$ cat src/rtl/adder_frame_accumulator_if.sv
// rtl/adder_frame_accumulator_if.sv - result-in / frame-out handshake bundle for adder_frame_accumulator
interface adder_frame_accumulator_if #(
   parameter int ACC_W = 16
);
   logic             in_valid;
   logic             in_ready;
   logic [7:0]       S;
   logic             cout;
   logic             flush;
   logic             out_valid;
   logic             out_ready;
   logic [ACC_W-1:0] acc_out;
   logic             ovf;
   logic [7:0]       count;

   modport master (
      output in_valid, S, cout, flush, out_ready,
      input  in_ready, out_valid, acc_out, ovf, count
   );

   modport slave (
      input  in_valid, S, cout, flush, out_ready,
      output in_ready, out_valid, acc_out, ovf, count
   );
endinterface

$ cat src/rtl/adder_frame_accumulator.sv
// rtl/adder_frame_accumulator.sv - saturating frame accumulator of 9-bit adder results {cout,S}
module adder_frame_accumulator #(
   parameter int N_SAMPLES = 4,
   parameter int ACC_W     = 16
) (
   input logic                      clk,
   input logic                      rst,
   adder_frame_accumulator_if.slave bus
);
   typedef enum logic {ACC, DONE} state_t;

   localparam logic [7:0]       LAST    = 8'(N_SAMPLES);
   localparam logic [ACC_W-1:0] ACC_MAX = '1;

   state_t           state_q, state_d;
   logic [ACC_W-1:0] acc_q, acc_d;
   logic [7:0]       count_q, count_d;
   logic             ovf_q, ovf_d;
   logic [ACC_W:0]   sample;
   logic [ACC_W:0]   sum;

   // One extra bit on the adder makes the saturation test exact.
   assign sample = {{(ACC_W-8){1'b0}}, bus.cout, bus.S};
   assign sum    = {1'b0, acc_q} + sample;

   always_ff @(posedge clk) begin
      if (rst) begin
         state_q <= ACC;
         acc_q   <= '0;
         count_q <= '0;
         ovf_q   <= 1'b0;
      end else begin
         state_q <= state_d;
         acc_q   <= acc_d;
         count_q <= count_d;
         ovf_q   <= ovf_d;
      end
   end

   always_comb begin
      state_d       = state_q;
      acc_d         = acc_q;
      count_d       = count_q;
      ovf_d         = ovf_q;
      bus.in_ready  = 1'b0;
      bus.out_valid = 1'b0;
      unique case (state_q)
         ACC: begin
            bus.in_ready = !bus.flush && !rst;
            if (bus.flush) begin
               acc_d   = '0;
               count_d = '0;
               ovf_d   = 1'b0;
            end else if (bus.in_valid) begin
               acc_d   = sum[ACC_W] ? ACC_MAX : sum[ACC_W-1:0];
               ovf_d   = ovf_q | sum[ACC_W];
               count_d = count_q + 8'd1;
               if (count_d == LAST) begin
                  state_d = DONE;
               end
            end
         end
         DONE: begin
            // A completed frame is held until taken; flush cannot discard it.
            bus.out_valid = 1'b1;
            if (bus.out_ready) begin
               acc_d   = '0;
               count_d = '0;
               ovf_d   = 1'b0;
               state_d = ACC;
            end
         end
      endcase
   end

   assign bus.acc_out = acc_q;
   assign bus.ovf     = ovf_q;
   assign bus.count   = count_q;
endmodule

$ cat src/flat_wrapper.sv
// flat-port wrapper written by rule: the top's interface ports become plain ports
module adder_frame_accumulator_flat 
#(
   parameter int N_SAMPLES = 4,
   parameter int ACC_W     = 16
)
  (clk, rst, bus_in_valid, bus_S, bus_cout, bus_flush, bus_out_ready, bus_in_ready, bus_out_valid, bus_acc_out, bus_ovf, bus_count);
  adder_frame_accumulator_if #(.ACC_W(ACC_W)) bus_i ();
  input logic clk;
  input logic rst;
  input wire logic [$bits(bus_i.in_valid)-1:0] bus_in_valid;
  input wire logic [$bits(bus_i.S)-1:0] bus_S;
  input wire logic [$bits(bus_i.cout)-1:0] bus_cout;
  input wire logic [$bits(bus_i.flush)-1:0] bus_flush;
  input wire logic [$bits(bus_i.out_ready)-1:0] bus_out_ready;
  output wire logic [$bits(bus_i.in_ready)-1:0] bus_in_ready;
  output wire logic [$bits(bus_i.out_valid)-1:0] bus_out_valid;
  output wire logic [$bits(bus_i.acc_out)-1:0] bus_acc_out;
  output wire logic [$bits(bus_i.ovf)-1:0] bus_ovf;
  output wire logic [$bits(bus_i.count)-1:0] bus_count;
  assign bus_i.in_valid = bus_in_valid;
  assign bus_i.S = bus_S;
  assign bus_i.cout = bus_cout;
  assign bus_i.flush = bus_flush;
  assign bus_i.out_ready = bus_out_ready;
  assign bus_in_ready = bus_i.in_ready;
  assign bus_out_valid = bus_i.out_valid;
  assign bus_acc_out = bus_i.acc_out;
  assign bus_ovf = bus_i.ovf;
  assign bus_count = bus_i.count;
  adder_frame_accumulator #(.N_SAMPLES(N_SAMPLES), .ACC_W(ACC_W)) u_core (.clk(clk), .rst(rst), .bus(bus_i));
endmodule
$ cat config.mk
export PLATFORM = sky130hd
export DESIGN_NAME = adder_frame_accumulator_flat
export DESIGN_NICKNAME = d
export VERILOG_FILES = /design/src/rtl/adder_frame_accumulator_if.sv /design/src/rtl/adder_frame_accumulator.sv /design/src/flat_wrapper.sv
export SDC_FILE = /design/constraint.sdc
export NUM_CORES = 1
export LEC_CHECK = 0
export ABC_AREA = 1
export CORE_ASPECT_RATIO = 2
export CORE_MARGIN = 2
export CORE_UTILIZATION = 51
export DETAILED_ROUTE_END_ITERATION = 8
export PLACE_DENSITY = 0.81
export SETUP_SLACK_MARGIN = 0.5
export SLEW_MARGIN = 20
export SYNTH_ARGS = -nofsm -noshare
export SYNTH_HDL_FRONTEND = slang
export SYNTH_SLANG_ARGS = --single-unit
$ cat constraint.sdc
create_clock -name clk -period 2.1 [get_ports clk]
set_clock_uncertainty 0.1 [all_clocks]
set_input_delay 0.42 -clock clk [delete_from_list [all_inputs] [get_ports clk]]
set_output_delay 0.42 -clock clk [all_outputs]
set_load 0.01 [all_outputs]
After elaboration in Yosys (flattened, before gate mapping) --
Cells that the tools add are included.
Operators by class: add/subtract/negate cells 2, equality and inequality tests 3, muxes and demuxes 20, bitwise operators 2, reductions and logical operators 4
Operator list (count):
- $mux W16 | 4
- $pmux W16 S2 | 1
- $mux W8 | 3
- $add A16 B9 Y17 | 1
- $pmux W8 S2 | 1
- $mux W1 | 9
- $add A8 B1 Y8 const B | 1
- $eq A8 B3 Y1 const B | 1
- $pmux W1 S2 | 2
- $ne A3 B3 Y1 const B | 1
- $logic_not A1 Y1 | 2
- $ne A2 B2 Y1 const B | 1
- $reduce_and A2 Y1 | 1
- $logic_and A1 B1 Y1 | 1
- $not A1 Y1 | 1
- $or A1 B1 Y1 | 1
Word-level totals: flip-flop bits (word level) 26, logic and storage cells 35

Logic depth before layout (Yosys ltp) --
Gate-level depths: netlist of the first run.
word-level depth 6, gate-level depth with buffers 12, gate-level depth less buffers 12

Worst setup path after synthesis of the first run --
No wires, ideal clock.
path type input to register, start point input bus_S[0], end point register u_core.acc_q[5], in the netlist u_core.bus.acc_out[5], library setup time 0.116 ns, data arrival time 1.683 ns, required time 1.884 ns, path slack 0.200 ns, cell stages on the path 10, path buffers 0, cells stage by stage ha_1 > fa_1 > nand2_1 > nand2_1 > nand3_1 > nand2_2 > nand2_2 > o21ai_4 > o21ai_1 > nand2_1
On the way: word-level cells in the longest chain between the ends 5
Ends and longest elaborated chain:
- start: declaration | RTL line flat_wrapper.sv:12 | input wire logic [$bits(bus_i.S)-1:0] bus_S;
- $add A16 B9 Y17 | RTL line adder_frame_accumulator.sv:24 | assign sum = {1'b0, acc_q} + sample;
- $mux W16 | RTL line adder_frame_accumulator.sv:55 | acc_d = sum[ACC_W] ? ACC_MAX : sum[ACC_W-1:0];
- $mux W16 | RTL line adder_frame_accumulator.sv:54 | end else if (bus.in_valid) begin
- $mux W16 | RTL line adder_frame_accumulator.sv:50 | if (bus.flush) begin
- $pmux W16 S2 | RTL line adder_frame_accumulator.sv:47 | unique case (state_q)
- end signal: assignment | RTL line adder_frame_accumulator.sv:29 | acc_q <= '0;
- end signal: assignment | RTL line adder_frame_accumulator.sv:34 | acc_q <= acc_d;
- end: declaration | RTL line adder_frame_accumulator.sv:16 | logic [ACC_W-1:0] acc_q, acc_d;
Every way passes these cells. The select of a mux whose other input is x is not followed. A chain may end at the register's enable or synchronous reset.

Worst setup path in the final report of the first run --
start point register u_core.acc_q[0], in the netlist u_core.bus.acc_out[0], end point register u_core.acc_q[8], in the netlist u_core.bus.acc_out[8]
On the way: word-level cells in the longest chain between the ends 5
Ends and longest elaborated chain (RTL line):
- $add A16 B9 Y17 | adder_frame_accumulator.sv:24
- $mux W16 | adder_frame_accumulator.sv:55
- $mux W16 | adder_frame_accumulator.sv:54
- $mux W16 | adder_frame_accumulator.sv:50
- $pmux W16 S2 | adder_frame_accumulator.sv:47
Every way passes these cells. The select of a mux whose other input is x is not followed.

==> reports/results.txt, run 1 <==
GRT met1 Usage = 29.4%
clock root cell = clkbuf_8
Die ar. = 0.00416 sq mm
DP Area = 0.00248 sq mm
Die Height = 89.3 um
# placed instances = 388
Final min period = 1.85 ns
drt drc = 0
Place WS = -0.359 ns
setup_tns = 0 ns
Fmax = 540 MHz
most frequent cells in the layout = nand2_1, inv_1, dlygate4sd2_1, buf_4, nand3_1
met3 Use GR = 3.64%
cell count after synthesis = 281
Synth cell types = 35
Starting Density = 52.0%
number of synthesized register bits = 26
Yosys top cell by area = dfxtp_1
Pint = 0.797 mW
IO Count = 41
core area = 0.00357 sq mm
largest net degree at the start of global routing = 16
top cells by area, synth = dfxtp_1, nand2_1, inv_1
maximum VDD drop = 0.370 mV
RSZ-0062 raised after global routing = yes
critical path endpoint category = flop
max-cap violation count = 0
routing usage on met2 = 48.1%
Slew headroom = 75.8%
clk buf depth = 2
CTS H-tree lvls = 1
vias post-DR = 2,046
gr ovfl total = 0
Rows = 31
syn nets = 306
sequential share of the synthesized area = 28.1%
Worst-Margin Slew = 0.362 ns
Finished Layout Cells = 398
Final Worst Setup Slack = 0.250 ns
Area Overhead vs Synth = 47.2%
GR Util All Layers = 27.1%
switching power share of the total = 28.3%
crit-path max FO = 4
share of layout cells above drive strength 1 = 25.8%
sequential share of power = 46.4%
ant diodes = 0
GRT Max-Usage Layer = met2
post-route cell area = 0.00273 sq mm
Fin. Hold Viols = 0
total CTS buffers = 3
Comb power frac = 23.0%
CTS Hold Bufs = 0
Post-DRT Antenna Nets = 0
Routed WL per cell = 13.5 um
Hold Path Class = flop to flop
CTS tree = built
initial DRC count = 38
final WL = 5380 um
1st-pass router iterations = 4
total clock sinks = 26
clk_lat worst skew = 0.28 ns
Final #Nets = 375
Ys Warns = 0
Syn Area/Cell = 6.60 sq um
Power per Cell Area = 407 mW/mm^2
first-pass GRT wire length = 8200 um
area share of the largest cell type after synthesis = 28.1%
number of global-route vias before repair = 1,912
Syn Std Cell Area = 0.00185 sq mm
Worst-path clk slew = 0.10 ns
RD Place Congestion = 0.899
Crit Path Class = flop to flop
die width = 46.6 um
DP HPWL = 3550 um
status = finished clean
Sw Pwr = 0.314 mW
initial antenna violation count = 0
most common cell after layout, fill and taps aside = nand2_1
startpoint types = flop
period utilization = 88.1%
clock network power share = 30.5%
arrival time at the worst endpoint = 1.92 ns
Crit path required time = 2.17 ns
I/O Buffers = 40
via/cell ratio = 5.14
leakage = 1.44 nW
final setup vio count = 0
Slew Viols, Final = 0
-- metal layers --
metal,routed length [um],vias up
met4,223,0
met3,286,22
met5,0,-
met2,2880,79
met1,1990,924
li1,-,1021
-- flip-flops by register name, summed over array words and instances (netlist names) --
signal	cells
u_core.bus.ovf	1
u_core.state_q	1
u_core.bus.acc_out	16
u_core.bus.count	8
-- Yosys cell counts --
| master | count |
|---|---|
| a21oi_1 | 5 |
| a21oi_2 | 1 |
| a21oi_4 | 1 |
| a22oi_1 | 1 |
| buf_2 | 2 |
| buf_4 | 1 |
| dfxtp_1 | 26 |
| fa_1 | 1 |
| ha_1 | 10 |
| inv_1 | 40 |
| inv_2 | 2 |
| inv_4 | 1 |
| nand2_1 | 99 |
| nand2_2 | 3 |
| nand3_1 | 25 |
| nand3b_1 | 2 |
| nand4_1 | 1 |
| nand4_4 | 1 |
| nor2_1 | 15 |
| nor2_2 | 1 |
| nor2_4 | 1 |
| nor2_8 | 1 |
| nor3_1 | 1 |
| nor3_2 | 1 |
| nor3b_1 | 1 |
| o21ai_0 | 2 |
| o21ai_1 | 10 |
| o21ai_2 | 4 |
| o21ai_4 | 1 |
| o22ai_1 | 5 |
| or2_1 | 2 |
| or2_2 | 1 |
| or2_4 | 1 |
| xnor2_1 | 2 |
| xor2_1 | 10 |
-- cells by family (layout without fill, tap and decap cells) --
family	Yosys count	in the layout	share of synthesized area (%)
adder cells (fa/ha/maj)	11	11	7.83
AND/OR/NAND/NOR	156	156	37.9
AO/OA/AOI/OAI	30	31	10.8
flip-flops	26	26	28.1
XOR/XNOR	12	12	5.67
buffers and inverters	46	113	9.78
-- repair_timing --
| item | 4_1_cts | 5_1_grt |
|---|---|---|
| pin swaps | 15 | 7 |
| gates resized for setup | 79 | 9 |
| gates cloned | 1 | 0 |
| buffers inserted | 0 | 5 |
| endpoints found under the setup margin | 52 | 26 |
-- stage by stage --
step | hold WS [ns] | total power, mW | util [%]
floorplan | 0.405 | 0.641 | -
global placement | 0.352 | 0.746 | 69.6
detailed placement | 0.371 | 0.749 | 69.6
CTS | 0.391 | 1.10 | 74.5
global route | 0.402 | 1.16 | 76.5
finish | 0.390 | 1.11 | 76.5
-- worst paths after layout --
kind	cells after the start	slack, ns	startpoint	endpoint
min	2	0.39	u_core.bus.ovf$_SDFFE_PP0P_	u_core.bus.ovf$_SDFFE_PP0P_
max	10	0.25	u_core.bus.acc_out[0]$_SDFFE_PP0P_	u_core.bus.acc_out[8]$_SDFFE_PP0P_
max reg2reg	10	0.25	u_core.bus.acc_out[0]$_SDFFE_PP0P_	u_core.bus.acc_out[8]$_SDFFE_PP0P_
min reg2reg	2	0.39	u_core.bus.ovf$_SDFFE_PP0P_	u_core.bus.ovf$_SDFFE_PP0P_
-- power by group through the flow --
stage / Clock (mW) / Sequential, mW / Combinational (mW)
2_1_floorplan: 0 / 0.530 / 0.111
3_3_place_gp: 0 / 0.526 / 0.220
3_5_place_dp: 0 / 0.526 / 0.223
4_1_cts: 0.345 / 0.516 / 0.234
5_1_grt: 0.360 / 0.518 / 0.278
6_report: 0.339 / 0.516 / 0.256
-- worst max-delay path, cell delays in order (launching register included) --
cell and delay, ns:
dfxtp_2 0.35, ha_4 0.16, fa_2 0.34, nand2_2 0.09, nand2_4 0.06, nand3_4 0.09
nand2_4 0.08, buf_4 0.14, xor2_1 0.14, o21ai_2 0.12, nand2_1 0.06
-- cell type report --
class / instances / area (sq um)
multi-input combinational: 210 / 1330
fill: 283 / 838
timing repair buffer: 66 / 572
sequential: 26 / 543
inverter: 43 / 166
tap: 49 / 61.3
clock buffer: 4 / 55.1
No activity file was read; power rests on OpenSTA's default activity.
==> run 2: changes to the inputs <==
==> constraint.sdc (replaced) <==
create_clock -name clk -period 2 [get_ports clk]
set_clock_uncertainty 0.1 [all_clocks]
set_input_delay 0.4 -clock clk [delete_from_list [all_inputs] [get_ports clk]]
set_output_delay 0.4 -clock clk [all_outputs]
set_load 0.01 [all_outputs]
==> run 2 against run 1 <==
Die area unchanged. Sequential power up 5.0%. Worst setup slack worse by 0.11 ns. Non-clock buffer count up 1. Design area up 2.8%. Clock power up 34%. Critical endpoint is now u_core.bus.acc_out[13]$_SDFFE_PP0P_. Largest cell class unchanged.
==> reports/results.txt, run 2 (synthesized netlist as in run 1, its figures left out) <==
Crit path required time = 2.09 ns
RSZ-0062 raised after global routing = yes
Slew Viols, Final = 0
share of layout cells above drive strength 1 = 28.9%
total CTS buffers = 3
Area Overhead vs Synth = 51.4%
Crit Path Class = flop to flop
Power per Cell Area = 455 mW/mm^2
Post-DRT Antenna Nets = 0
Comb power frac = 22.1%
arrival time at the worst endpoint = 1.95 ns
clock network power share = 35.5%
Final min period = 1.86 ns
crit-path max FO = 6
vias post-DR = 2,042
first-pass GRT wire length = 8280 um
startpoint types = flop
gr ovfl total = 0
die width = 46.6 um
Pint = 0.933 mW
Starting Density = 52.0%
period utilization = 93.0%
initial antenna violation count = 0
GR Util All Layers = 27.6%
max FFs per register = 16
IO Count = 41
total clock sinks = 26
Routed WL per cell = 14.4 um
final WL = 5730 um
I/O Buffers = 40
leakage = 1.47 nW
Die ar. = 0.00416 sq mm
clock root cell = clkbuf_8
clk_lat worst skew = 0.28 ns
Final #Nets = 376
status = finished clean
DP HPWL = 3510 um
Sw Pwr = 0.344 mW
critical path endpoint category = flop
Hold Path Class = flop to flop
RD Place Congestion = 0.873
switching power share of the total = 26.9%
core area = 0.00357 sq mm
final setup vio count = 0
Worst-path clk slew = 0.10 ns
drt drc = 0
sequential share of power = 42.5%
CTS Hold Bufs = 0
max-cap violation count = 0
Finished Layout Cells = 399
clk buf depth = 2
CTS tree = built
CTS H-tree lvls = 1
Worst-Margin Slew = 0.326 ns
Die Height = 89.3 um
maximum VDD drop = 0.430 mV
Fmax = 538 MHz
most common cell after layout, fill and taps aside = nand2_1
Slew headroom = 78.2%
largest net degree at the start of global routing = 16
most frequent cells in the layout = nand2_1, inv_1, dlygate4sd2_1, buf_4, nand3_1
area taken by flip-flops and latches = 553 sq um
# placed instances = 389
via/cell ratio = 5.12
fillcell total = 268
ant diodes = 0
setup_tns = 0 ns
1st-pass router iterations = 4
Fin. Hold Viols = 0
initial DRC count = 52
Rows = 31
number of global-route vias before repair = 1,932
multi-input logic area = 0.00137 sq mm
-- run 2: power groups by stage --
stage / clock [mW] / combinational (mW) / sequential (mW)
2_1_floorplan: 0 / 0.116 / 0.556
3_3_place_gp: 0 / 0.233 / 0.552
3_5_place_dp: 0 / 0.237 / 0.553
4_1_cts: 0.459 / 0.253 / 0.543
5_1_grt: 0.472 / 0.304 / 0.544
6_report: 0.453 / 0.281 / 0.542
-- run 2: final cells by class --
cell class	instances	area share (%)
clock inverter	1	1.07
sequential	26	19.7
clock buffer	3	1.47
inverter	43	6.19
multi-input combinational	210	48.9
tap	49	2.18
timing repair buffer	67	20.5
-- run 2: path summary, 6_finish.rpt --
path	startpoint	to	slack [ns]	cells after the start
worst max-delay path	u_core.bus.acc_out[0]$_SDFFE_PP0P_	u_core.bus.acc_out[13]$_SDFFE_PP0P_	0.14	10
worst min register to register	u_core.bus.ovf$_SDFFE_PP0P_	u_core.bus.ovf$_SDFFE_PP0P_	0.38	2
worst min-delay path	u_core.bus.ovf$_SDFFE_PP0P_	u_core.bus.ovf$_SDFFE_PP0P_	0.38	2
worst max register to register	u_core.bus.acc_out[0]$_SDFFE_PP0P_	u_core.bus.acc_out[13]$_SDFFE_PP0P_	0.14	10
-- run 2: metal layers --
metal | wire (um) | track usage (%)
met5 | 0 | 0
met4 | 135 | 14.4
met1 | 2060 | 26.2
met2 | 3330 | 53.3
met3 | 215 | 3.43
-- run 2: critical path, stage by stage (launching register included) --
cell,delay (ns)
dfxtp_4,0.37
ha_4,0.16
fa_2,0.34
nand2_2,0.08
nand2_4,0.06
nand3_2,0.08
nand2_4,0.08
a21oi_4,0.26
nand3_1,0.10
nand2_1,0.07
nand2_1,0.05
-- run 2: repair_timing --
action                                  CTS  global route
setup buffers                             1             4
pin swaps                                16            11
endpoints found under the setup margin   53            29
cloned                                    1             0
gates resized for setup                  83            24
endpoints found under the hold margin     0             0
-- run 2: stage by stage --
stage	setup WS (ns)	hold WS (ns)	util [%]	power, mW	area [sq um]
6_report	0.141	0.378	78.7	1.28	2810
2_1_floorplan	0.219	0.405	-	0.673	1870
3_3_place_gp	-0.387	0.351	69.8	0.785	2490
5_1_grt	0.0930	0.402	78.7	1.32	2810
3_5_place_dp	-0.405	0.362	69.8	0.790	2490
4_1_cts	0.201	0.383	75.5	1.25	2690
==> edit 1 (settings of run 1) <==
`ACC_W` is set to 16 in 3 places; all go to 32.
--- a/src/rtl/adder_frame_accumulator_if.sv
+++ b/src/rtl/adder_frame_accumulator_if.sv
@@ -1,6 +1,6 @@
 // rtl/adder_frame_accumulator_if.sv - result-in / frame-out handshake bundle for adder_frame_accumulator
 interface adder_frame_accumulator_if #(
-   parameter int ACC_W = 16
+   parameter int ACC_W = 32
 );
    logic             in_valid;
    logic             in_ready;
--- a/src/rtl/adder_frame_accumulator.sv
+++ b/src/rtl/adder_frame_accumulator.sv
@@ -1,7 +1,7 @@
 // rtl/adder_frame_accumulator.sv - saturating frame accumulator of 9-bit adder results {cout,S}
 module adder_frame_accumulator #(
    parameter int N_SAMPLES = 4,
-   parameter int ACC_W     = 16
+   parameter int ACC_W     = 32
 ) (
    input logic                      clk,
    input logic                      rst,
--- a/src/flat_wrapper.sv
+++ b/src/flat_wrapper.sv
@@ -2,7 +2,7 @@
 module adder_frame_accumulator_flat 
 #(
    parameter int N_SAMPLES = 4,
-   parameter int ACC_W     = 16
+   parameter int ACC_W     = 32
 )
   (clk, rst, bus_in_valid, bus_S, bus_cout, bus_flush, bus_out_ready, bus_in_ready, bus_out_valid, bus_acc_out, bus_ovf, bus_count);
   adder_frame_accumulator_if #(.ACC_W(ACC_W)) bus_i ();
Interface: changed (resized bus_acc_out); port bits go from 41 to 57. No check against the original RTL was run, so the function may have changed too.
==> edit 1 against run 1 <==
  * The flow now finishes with violations (design-rule violations)
  * Sequential cell count up 16
  * Setup slack worse by 0.14 ns
  * Sequential share of layout area down 1.1 points
  * Global-route usage up 3.0 points
  * Non-clock buffer count up 41
  * Area after synthesis up 66%
  * First-iteration DRC count rose to 9.6 times the old value
  * Fmax down 7.0%
  * Combinational power up 27%
  * Routed wire length up 100%
  * Design area up 70%
  * Total power up 76%
  * Highest routed layer unchanged
==> edit 1: results (changes against run 1) <==
Parameter                              Value

Outcome
  Result of the run    finished with violations
  Violations in the final reports    design-rule violations

Global routing
  Via count of the first global-routing pass    3448 (+80%)
  Maximum number of pins on one net before global-route repair    15 (-1)
  Global-route total usage across every layer    30.1% (+3.0 points)

Yosys
  Part of the Yosys area used for sequential elements    27.4% (-0.69 points)
  Post-synthesis adder-cell area fraction    4.73% (-3.1 points)
  Number of nets in the synthesized netlist    512 (+67%)
  Syn Inst Count    487 (+73%)
  Share of the synthesized netlist area taken by xor and xnor gates    3.14% (-2.5 points)
  Commonest cells post-synth    nand2_1 (180), inv_1 (62), nand3_1 (47), dfxtp_1 (42)
  Area share of the largest cell type after synthesis    27.4% (-0.69 points)

Final layout
  Signal buf overhead    20.1% (-0.89 points)
  Post-layout net count    622 (+66%)
  Repair and plain buffers    107 (+62%)
  Non-Clock Inverter Count    69 (+60%)
  Cell Count, Final, Fillers Out    661 (+66%)
  Clock tree buffer count of the final layout    7 (+3)
  Sequential share of cell area    18.8% (-1.1 points)
  Finished layout cell area    0.00465 mm^2 (+70%)
  Multi-input gate area in the final layout    0.00234 mm^2 (+76%)

Worst setup path
  Critical-path cell with the highest stage delay    dlygate4sd2_1
  Largest delay contributor family on the critical path    simple AND/OR/NAND/NOR gates
  Slowest cell delay on critical path    0.26 ns (-0.09 ns)
  Endpoint arrival time on the critical path    2.07 ns (+0.15 ns)
  Critical path peak fanout    6 (+2)

Clock tree
  Sink Count    42 (+62%)
  H-tree depth    2 (+1)
  CTS buffer count    5 (+2)
  Clock slew seen by the registers of the worst setup and hold paths    0.07 ns (-0.03 ns)
  Cell at the root of the clock tree    clkbuf_16
  Clock latency on the worst-skew pair    0.30 ns (+0.02 ns)

Detailed routing
  Number of optimization iterations in the first detailed-route pass    7 (+3)
  Post-detailed-route DRC marker count    5 (+5)
  DR vias    3813 (+86%)
  WL per Instance    16.6 um (+23%)
  Number of DRC markers in iteration 0    366 (+860%)

Worst hold path
  Hold Path Class    in2reg

Placed design
  Instance area at placement    0.00392 mm^2 (+58%)
  Placed cell count    629 (+62%)
  Weighted congestion reported at the end of routability-driven placement    0.942 (+4.8%)
  Port-buffer cells    56 (+40%)

Power and ir drop
  Static leakage power    0.00245 uW (+70%)
  Worst supply voltage drop on vdd    0.503 mV (+36%)

STA
  Final Cycle Share    94.7% (+6.6 points)
-- edit 1: per-layer routing --
layer / global-route usage [%] / vias up / wire [um]
met1: 35.7 / 1735 / 4040
met4: 13.8 / 0 / 637
met2: 51.6 / 226 / 5410
li1: - / 1781 / -
met3: 4.54 / 71 / 872
met5: 0 / - / 0
-- edit 1: path summary, 6_finish.rpt --
path,start,depth (start not counted),end
max,bus_S[6],12,u_core.bus.acc_out[1]
min,bus_in_valid,2,u_core.bus.count[4]
max reg2reg,u_core.bus.acc_out[0],12,u_core.bus.acc_out[1]
min reg2reg,u_core.bus.ovf,2,u_core.bus.ovf
-- edit 1: timing repair --
item	CTS	global route
buffers inserted	11	10
pin swaps	28	26
gates cloned	3	0
endpoints found under the setup margin	85	46
gates resized for setup	135	58
-- edit 1: power by group through the flow --
stage	clock network (uW)	logic (uW)	registers, uW
2_1_floorplan	0	115	839
4_1_cts	812	275	820
3_3_place_gp	0	230	835
5_1_grt	852	346	820
6_report	808	324	819
3_5_place_dp	0	234	836
==> edit 2 (flow settings as in run 1) <==
Without the edit above. Make the reset (`rst`) asynchronous in one clocked block.
--- a/src/rtl/adder_frame_accumulator.sv
+++ b/src/rtl/adder_frame_accumulator.sv
@@ -23,7 +23,7 @@
    assign sample = {{(ACC_W-8){1'b0}}, bus.cout, bus.S};
    assign sum    = {1'b0, acc_q} + sample;
 
-   always_ff @(posedge clk) begin
+   always_ff @(posedge clk or posedge rst) begin
       if (rst) begin
          state_q <= ACC;
          acc_q   <= '0;
Formal check against the unedited RTL: differs if rst is asserted again (counterexample within 4 cycles, from zero or initial values and one cycle with rst high); with rst held inactive, the same outputs for 10 cycles.
==> edit 2 against run 1 <==
  * Non-clock buffer count grew 22
  * Sequential cell count stayed put
  * Setup slack worse by 0.15 ns
  * Routed wire length up 26%
  * Count of clock-buffer cells in the layout fell by 1
  * Area after synthesis increased by 0.47%
  * Design area is 12% higher
  * Synthesized cell count decreased by 2.1%
  * Highest routed layer unchanged
  * Critical path depth unchanged
  * Critical path type is now in2reg
  * Via count increased by 9.2%
Power is not compared: it rests on default switching activity, and its combinational part moved more than twofold at a synthesized area within 25%.
==> edit 2: results (changes against run 1) <==
Parameter                              Value

Final layout
  # diodes    0 (unchanged)
  Number of flip-flops under the largest register name    16 (unchanged)
  Post-layout net count    390 (+4.0%)
  Fraction of layout instances using a drive strength above 1    31.4% (+5.6 points)
  Cell Count, Final, Fillers Out    412 (+3.5%)

Worst setup path
  Critical-path cell with the highest stage delay    clkdlybuf4s50_1
  Endpoint arrival time on the critical path    2.07 ns (+0.15 ns)
  Slowest cell delay on critical path    0.52 ns (+0.17 ns)
  FF-to-FF path depth    10 (unchanged)
  Critical path peak fanout    6 (+2)

Clock tree
  Maximum clock insertion buffer count    2 (unchanged)
  Clock latency on the worst-skew pair    0.27 ns
  H-tree depth    1 (unchanged)
  CTS buffer count    3 (unchanged)
  Clock slew seen by the registers of the worst setup and hold paths    0.09 ns
  Quantity of gates resized following cts    68 (-14%)
  Post-CTS setup buffers    20 (+20)
  Cell at the root of the clock tree    clkbuf_8

Global routing
  Global-route wire length before repair    9430 um (+15%)
  Met3 demand-to-capacity share in global routing    3.23% (-0.40 points)
  M2 GR Usage    59.7% (+12 points)
  Antenna violations before repair    0 (unchanged)
  Met1 global-route usage    27.5% (-1.9 points)
  Maximum number of pins on one net before global-route repair    27 (+11)
  Global-route total usage across every layer    31.0% (+3.9 points)

Yosys
  Dominant cells by area after synthesis    dfrtp_1 (35%), nand2_1 (21%), inv_1 (8.1%)
  Unique masters post-synth    26 (-26%)
  Commonest cells post-synth    nand2_1 (106), inv_1 (40), dfrtp_1 (26), nand3_1 (18), nor2_1 (18)
  Number of nets in the synthesized netlist    300 (-2.0%)
  Part of the Yosys area used for sequential elements    34.9% (+6.9 points)
  Ys async rst share    100% (+100 points)
  Count of synthesis-stage warnings from yosys    0 (unchanged)
  Average size of a mapped cell    6.77 um^2 (+2.7%)

STA
  Worst slew pin tran    0.404 ns (+0.0422 ns)

Placed design
  Post-place setup slack    -0.262 ns (+0.0968 ns)
  Instance area at placement    0.00246 mm^2 (-0.81%)
  Weighted congestion reported at the end of routability-driven placement    0.839 (-6.7%)
  Placed cell count    377 (-2.8%)
  Detailed placer's ending HPWL    3680 um (+3.8%)
  Port-buffer cells    40 (unchanged)

Detailed routing
  Length of routed wiring on met1    2200 um (+10%)
  Length of routed met2 wiring    3880 um (+34%)
  WL per Instance    16.4 um (+21%)
  Number of optimization iterations in the first detailed-route pass    4 (unchanged)
  Routed length on met3    277 um (-3.1%)
  Topmost layer with routed signal wires    met4
  DR vias    2234 (+9.2%)
  Number of DRC markers in iteration 0    88 (+130%)

Power and ir drop
  Static leakage power    around 0.0017 uW
  Worst supply voltage drop on vdd    between 0.6 and 0.7 mV

Worst hold path
  Hold Path Class    in2async

Outcome
  Result of the run    finished, final reports clean
==> edit 2: changes by cell type in the layout (fill, tap and decap cells not counted), sizes merged, moves of 2 or more <==
cell          before  now
dfrtp              0   26
nand4              2    4
or2                4    2
nand2            102  107
inv               43   39
buf               27   48
dlymetal6s2s       1    5
dlygate4sd2       33   31
o22ai              5    2
nand3             25   19
dfxtp             26    0
==> edit 2: path summary, 6_finish.rpt <==
| check | startpoint | end | slack [ns] |
|---|---|---|---|
| max | bus_cout | u_core.bus.acc_out[9] | 0.10 |
| min | rst | u_core.state_q | 0.16 |
| max reg2reg | u_core.bus.acc_out[0] | u_core.bus.acc_out[9] | 0.15 |
| min reg2reg | u_core.bus.ovf | u_core.bus.ovf | 0.43 |
| max in group asynchronous | rst | u_core.bus.acc_out[13] | 1.45 |
| min in group clk | u_core.bus.ovf | u_core.bus.ovf | 0.43 |
==> edit 2: layout make-up <==
type / instances / area, um^2
Inverter: 40 / 156
Multi-Input combinational cell: 206 / 1370
Fill cell: 211 / 514
Tap cell: 49 / 61.3
Timing Repair Buffer: 88 / 766
Clock buffer: 3 / 41.3
Sequential cell: 26 / 657
==> edit 2: kinds of logic after synthesis <==
group	Yosys count	synth area share, %
simple gates	155	34.3
buf+inv	44	9.07
compound gates	28	8.73
flops	26	34.9
xor+xnor	11	5.17
fa+ha+maj	11	7.79
==> edit 2: worst max-delay path: cells and delay by family <==
family                     cells  cell delay (ns)
buffers and inverters          2             0.58
adders and majority gates      1             0.23
and+or+nand+nor                5             0.44
AOI/OAI and AO/OA              2             0.40
==> edit 2: power by group <==
part | switching, uW | leakage, uW | internal [uW]
clock | 158 | 0.0000216 | 129
sequential | 63.2 | 0.000347 | 552
combinational | 442 | 0.00132 | 419
total | 664 | 0.00169 | 1100
